<file path="src/rtl/randomlogic_pkg.sv">
// Shared definitions for the randomlogic blocks: default sample width,
// the sample type and the constant log2 helper used to size counters and sums.
package randomlogic_pkg;

    localparam int DW_DEFAULT = 8;

    typedef logic [DW_DEFAULT-1:0] sample_t;

    // Ceiling log2, usable in constant expressions; clog2(1) is 0.
    function automatic int clog2(input int value);
        int res;
        int rem;
        res = 0;
        rem = value - 1;
        while (rem > 0) begin
            res = res + 1;
            rem = rem >> 1;
        end
        return res;
    endfunction

endpackage

</file>
<file path="src/rtl/randomlogic_minmax.sv">
// Combinational unsigned min or max of two operands; pick_max selects which
// of the two the instance produces.
module randomlogic_minmax
    import randomlogic_pkg::*;
#(
    parameter int DW = DW_DEFAULT
) (
    input  logic          pick_max,
    input  logic [DW-1:0] a,
    input  logic [DW-1:0] b,
    output logic [DW-1:0] y
);

    logic a_lt_b;

    always_comb begin
        a_lt_b = (a < b);
        if (pick_max) begin
            y = a_lt_b ? b : a;
        end else begin
            y = a_lt_b ? a : b;
        end
    end

endmodule

</file>
<file path="src/rtl/randomlogic_window_acc.sv">
// Window accumulator: sums WINDOW qualified samples and tracks min/max,
// presenting each completed window through a one-entry valid/ready register.
//
// Handshake: a result transfers on any clk edge where ResultValid and
// ResultReady are both 1; Sum/Min/Max hold still while ResultValid=1 and
// ResultReady=0. The input side has no backpressure, so a window that
// completes while the register is full and not being accepted is dropped
// and recorded in the sticky Overrun flag.
module randomlogic_window_acc
    import randomlogic_pkg::*;
#(
    parameter int DW     = DW_DEFAULT,
    parameter int WINDOW = 4,
    localparam int SW    = DW + clog2(WINDOW),
    localparam int CW    = clog2(WINDOW)
) (
    input  logic          clk,
    input  logic          rst,
    input  logic [DW-1:0] In,
    input  logic          InValid,
    input  logic          Clear,
    output logic [SW-1:0] Sum,
    output logic [DW-1:0] Min,
    output logic [DW-1:0] Max,
    output logic          ResultValid,
    input  logic          ResultReady,
    output logic          Overrun
);

    logic [CW-1:0] cnt;
    logic [SW-1:0] acc_sum;
    logic [DW-1:0] acc_min;
    logic [DW-1:0] acc_max;

    logic [SW-1:0] sample_ext;
    logic [DW-1:0] cmp_min;
    logic [DW-1:0] cmp_max;
    logic [SW-1:0] win_sum;
    logic [DW-1:0] win_min;
    logic [DW-1:0] win_max;

    logic          take;
    logic          first_slot;
    logic          last_slot;
    logic          complete;
    logic          accept;
    logic          load;
    logic          drop;

    randomlogic_minmax #(.DW(DW)) u_min (
        .pick_max (1'b0),
        .a        (acc_min),
        .b        (In),
        .y        (cmp_min)
    );

    randomlogic_minmax #(.DW(DW)) u_max (
        .pick_max (1'b1),
        .a        (acc_max),
        .b        (In),
        .y        (cmp_max)
    );

    // Window-so-far including the current sample; the first slot seeds the
    // window, so the completing sample reaches the result register directly.
    always_comb begin
        sample_ext = {{(SW-DW){1'b0}}, In};
        first_slot = (cnt == '0);
        last_slot  = (cnt == CW'(WINDOW - 1));
        win_sum    = first_slot ? sample_ext : (acc_sum + sample_ext);
        win_min    = first_slot ? In : cmp_min;
        win_max    = first_slot ? In : cmp_max;
    end

    always_comb begin
        take     = InValid && !Clear;
        complete = take && last_slot;
        accept   = ResultValid && ResultReady;
        load     = complete && (!ResultValid || ResultReady);
        drop     = complete && ResultValid && !ResultReady;
    end

    always_ff @(posedge clk) begin
        if (rst) begin
            cnt     <= '0;
            acc_sum <= '0;
            acc_min <= '1;
            acc_max <= '0;
        end else begin
            if (Clear) begin
                cnt <= '0;
            end else if (InValid) begin
                cnt <= last_slot ? '0 : (cnt + CW'(1));
            end
            if (take) begin
                acc_sum <= win_sum;
                acc_min <= win_min;
                acc_max <= win_max;
            end
        end
    end

    always_ff @(posedge clk) begin
        if (rst) begin
            Sum         <= '0;
            Min         <= '0;
            Max         <= '0;
            ResultValid <= 1'b0;
            Overrun     <= 1'b0;
        end else begin
            if (load) begin
                Sum         <= win_sum;
                Min         <= win_min;
                Max         <= win_max;
                ResultValid <= 1'b1;
            end else if (accept) begin
                ResultValid <= 1'b0;
            end
            if (drop) begin
                Overrun <= 1'b1;
            end
        end
    end

endmodule

</file>
<file path="config.mk">
export PLATFORM = sky130hd
export DESIGN_NAME = randomlogic_window_acc
export DESIGN_NICKNAME = d
export VERILOG_FILES = /design/src/rtl/randomlogic_pkg.sv /design/src/rtl/randomlogic_minmax.sv /design/src/rtl/randomlogic_window_acc.sv
export SDC_FILE = /design/constraint.sdc
export NUM_CORES = 1
export LEC_CHECK = 0
export CAP_MARGIN = 20
export CORE_MARGIN = 2
export CORE_UTILIZATION = 46
export DETAILED_ROUTE_END_ITERATION = 6
export PLACE_DENSITY = 0.74
export SLEW_MARGIN = 5
export SYNTH_ARGS = -nofsm -noshare
export SYNTH_HDL_FRONTEND = slang
export SYNTH_SLANG_ARGS = --single-unit
</file>
<file path="constraint.sdc">
create_clock -name clk -period 2 [get_ports clk]
set_input_delay 0.4 -clock clk [delete_from_list [all_inputs] [get_ports clk]]
set_output_delay 0.4 -clock clk [all_outputs]
set_load 0.02 [all_outputs]
</file>
# Yosys cells after proc, flatten, opt, wreduce, memory -nomap -nowiden
# Index checks and enable logic that the tools add are counted.
# word_totals
out_inout_bits	28
mem_bits_ro	0
mem_count	0
word_cells	35
ramBits	0
ff_bits	56
latch_bits	0
# op_classes
n_lt_le_gt_ge	2
n_mux	8
bitwise_logic	0
eq_ne	1
addsub	2
n_mul	0
n_reduce_logical	13
shift	0
n_div	0
# ops
cell	count
two-way mux 8 bit	4
less-than comparator 8 bit	2
adder 10 x 8 -> 10 bit	1
two-way mux 10 bit	1
logical AND 1 bit	6
zero test 1 bit	3
adder 2 x 1 -> 2 bit, second input constant	1
== test 2 bit, second input constant	1
zero test 2 bit	1
two-way mux 1 bit	2
two-way mux 2 bit	1
nonzero test 2 bit	1
OR reduction 2 bit	1
logical OR 1 bit	1

# Longest topological paths before layout
# Gate-level depths: netlist of the first run.
# logic_depth
ltp_word	5
mapped_depth	9
mapped_depth_nobuf	7

# Cells and area by module
# Synthesis of the first run repeated with hierarchy kept, for this count alone.
# unflattened
cells_unflattened	446
hier_area_um2	3856.2
# modules_own_cells
module	area_each_um2	seq_area_each_um2	cells_per_inst	instances
randomlogic_window_acc	2683.8	1121.1	296	1
randomlogic_minmax at u_max	609.3	0.0	75	1
randomlogic_minmax at u_min	563.0	0.0	75	1

# Worst setup path before layout of the first run
# Ideal clock, no wire load.
# synth_path
kind	input-to-reg
startpoint	input In[6]
endpoint	register acc_min[1]
stages	8
setup_slack_ps	-161
t_arrival_ps	2041
setup_time_ps	120
n_path_buf	1
required_ps	1880
cell_sequence	inv_1 -> ha_1 -> a21o_1 -> a2111oi_4 -> o31ai_4 -> and2_4 -> buf_6 -> a211o_1
# synth_between
elab_chain_len	3
# synth_rtl
item	line_no	source
from (decl)	randomlogic_window_acc.sv:19	input logic [DW-1:0] In,
less-than comparator 8 bit	randomlogic_minmax.sv:17	a_lt_b = (a < b);
two-way mux 8 bit	randomlogic_minmax.sv:21	y = a_lt_b ? a : b;
two-way mux 8 bit	randomlogic_window_acc.sv:71	win_min = first_slot ? In : cmp_min;
to (signal assigned)	randomlogic_window_acc.sv:97	acc_min <= win_min;
to (decl)	randomlogic_window_acc.sv:32	logic [DW-1:0] acc_min;
# No other way between the ends.
# A chain may end at the register's enable or synchronous reset.

# Worst setup path after layout of the first run
# layout_path
startpoint	register acc_min[6]
endpoint	register Min[7]
# layout_between
elab_chain_len	3
# layout_rtl
item	line_no	source
less-than comparator 8 bit	randomlogic_minmax.sv:17	
two-way mux 8 bit	randomlogic_minmax.sv:21	
two-way mux 8 bit	randomlogic_window_acc.sv:71	
to (signal assigned)	randomlogic_window_acc.sv:113	Min <= win_min;
to (decl)	randomlogic_window_acc.sv:23	output logic [DW-1:0] Min,
# No other way between the ends.

==> results_dict.tcl, run 1 <==
set metrics [dict create \
    synth_cell_types 50 \
    cts.path.max_buffers 2 \
    syn_to_final_growth_pct 36.12 \
    post_drt_via_cell_ratio 5.756 \
    antenna_left 0 \
    finalSetupViolCount 0 \
    diodes 0 \
    rsz0062_at_grt "yes" \
    grt_pass1_wl_um 13080 \
    drive_above_1_share_pct 26.35 \
    grt_max_degree 48 \
    cts-root-buf "clkbuf_8" \
    slew_headroom_pct 74.16 \
    post-place-ws_ns -0.7407 \
    final_util_pct 63.73 \
    grt_antenna_before_repair 0 \
    worstPathMaxFanout 6 \
    layout_min_cycle_time_ns 1.966 \
    outcome "finished clean" \
    end_kind "register" \
    core-area_sq_mm 0.006681 \
    regArea_sq_mm 0.001126 \
    dpl.hpwl_um 5739 \
    cap_violations 0 \
    initial_core_util_pct 46.82 \
    ys_seq_area_share_pct 35.84 \
    synth_seq_cells 56 \
    fin_worst_skew_ns 0.005040 \
    port-buffer-count 40 \
    nFillCells 553 \
    yosysWarningCount 0 \
    drt_iter0_markers 111 \
    final_common_cell "dfxtp_1" \
    whs_ns 0.4752 \
    worstPathArrival_ns 2.18 \
    hp-class "reg -> reg" \
    synth_edf_count 0 \
    irDropWorstVdd_v 0.0003006 \
    syn_nets 384 \
    worstMarginPinSlew_ns 0.3875 \
    cts_tree "built" \
    layout.cells.most_common_list "dfxtp_1, buf_4, nor2_1, clkdlybuf4s50_1, a211oi_1" \
    dpl-instance-area_sq_mm 0.003959 \
    final_nets 463 \
    drcViolationCount 0 \
    syn_area_sq_mm 0.003128 \
    grt_pass1_vias 2760 \
    synth_area_leaders "dfxtp_1, ha_1, a211oi_1" \
    fp-row-count 30 \
    die_w_um 86.46 \
    switching_share_pct 28.50 \
    gr-total-overflow 0 \
    pwr-share-seq_pct 51.0 \
    wl_um 7968 \
    ys.flop_type "dfxtp_1" \
    p_total_uw 2306 \
    crit_type "reg -> reg" \
    htree_levels 2 \
    p_leak_uw 0.001694 \
    hold_buffers 0 \
    dieArea_sq_mm 0.007475 \
    syn_area_per_cell_sq_um 9.040 \
    fin_ws_ns 0.03361 \
    postSynth.asyncResetShare_pct 0 \
    hold_viol_final 0 \
    p_int_uw 1649 \
    die_y_um 86.46 \
    yosysTopAreaCellShare_pct 35.84 \
    synth_top_cell_by_area "dfxtp_1" \
    drv_slew 0 \
    clk_latency_ns 0.30 \
    switchingPower_uw 657.3 \
    pwr-share-comb_pct 23.3 \
    gp_congestion 0.9366 \
    clk_pin_slew_worst_paths_ns 0.10 \
    dr.pass1.iters 4 \
    max_freq_mhz 508.5 \
    period_share_pct 98.32 \
    numClockSinks 56 \
    synthCells 346 \
    postLayoutCellArea_sq_mm 0.004258 \
    num_vias 2907 \
    multi_input_area_sq_mm 0.002068 \
    grt_usage_pct 21.96 \
    crit_required_ns 2.21 \
    ios 41 \
    cts_buffers 5 \
    powerDensity_mw_per_mm2 541.6 \
    p_clk_share_pct 25.7 \
    post_drt_wl_per_cell_um 15.78 \
    cp-start-kind "register" \
]
stage by stage:
step                std cells  TNS (ns)
finish                    505         0
global route              505   -0.1259
CTS                       501         0
detailed placement        488    -27.67
global placement          488    -25.19
floorplan                 346         0
state kept, by name, summed over array words and instances, names as in the netlist:
name and cells:
ResultValid 1, cnt 2, Overrun 1, acc_min 8
Sum 10, Min 8, acc_max 8, acc_sum 10
Max 8
final timing paths:
| check | cells after the start | slack (ns) | end | start |
|---|---|---|---|---|
| max | 7 | 0.03 | Min[7] | acc_min[6] |
| min | 2 | 0.48 | Sum[2] | Sum[2] |
| max reg2reg | 7 | 0.03 | Min[7] | acc_min[6] |
| min reg2reg | 2 | 0.48 | Sum[2] | Sum[2] |
Yosys cell counts (all sizes together), types with 2 or more instances:
cell	instances
nand3	3
a211oi	34
a211o	8
nand2b	3
nor2	41
nand2	8
dfxtp	56
mux2i	20
buf	10
clkbuf	14
a21boi	8
a21oi	21
nor3	9
or3b	2
o21a	3
nor2b	2
nand3b	3
xnor2	2
or4	2
o21ai	14
a21o	9
or3	9
inv	12
o211ai	3
nor3b	3
nand4	3
o2111ai	3
a2111oi	3
ha	24
power by group through the flow:
stage / Clock (uW) / Combinational, uW / Sequential (uW)
floorplan: 0 / 289 / 1190
global placement: 0 / 457 / 1200
finish: 593 / 538 / 1180
global route: 651 / 589 / 1180
detailed placement: 0 / 471 / 1200
CTS: 614 / 496 / 1170
logic make-up (layout without fill, tap and decap cells):
logic type               after synthesis  count (layout)  share of synthesized area [%]
multiplexers                          20              20                          6.400
adder cells (fa/ha/maj)               25              25                          10.24
AND/OR/NAND/NOR                       94              94                          15.28
buffers and inverters                 36             114                          4.960
XOR/XNOR                               2               2                         0.5601
flip-flops                            56              56                          35.84
AO/OA/AOI/OAI                        113             114                          26.72
final cells by class:
cell class | instances | area share [%]
multi-input cells | 255 | 48.57
clock buffers | 6 | 1.704
inverters | 12 | 1.058
clock inverters | 1 | 0.1175
flip-flops and latches | 56 | 26.45
repair buffers | 95 | 19.75
well taps | 80 | 2.351
worst max-delay path: stages (launching register included):
cell and delay (ns):
dfxtp_4 0.37, ha_4 0.22, a21o_1 0.18, a2111oi_4 0.43
o31ai_4 0.19, buf_4 0.17, mux2i_1 0.10, a211oi_1 0.22
per-layer routing:
layer | vias up | GRT usage (%) | part of all wire (%)
li1 | 1453 | - | -
met1 | 1370 | 28.90 | 46
met2 | 72 | 36.78 | 47
met3 | 12 | 4.286 | 4.1
met4 | 0 | 5.966 | 2.1
met5 | - | 0 | 0
what timing repair did:
action                                  in CTS  in global routing
endpoints found under the hold margin        0                  0
pin swaps                                   14                 16
endpoints found under the setup margin      46                 37
buffers inserted                             5                  3
gates cloned                                 1                  1
resized for setup                           26                 33
(Power assumes the default switching activity.)
==> run 2, diff against run 1 <==
Settings changed: GPL_ROUTABILITY_DRIVEN set to 1.
==> results of run 2 <==
No change in the layout: final DEF, timing and power equal those of run 1.
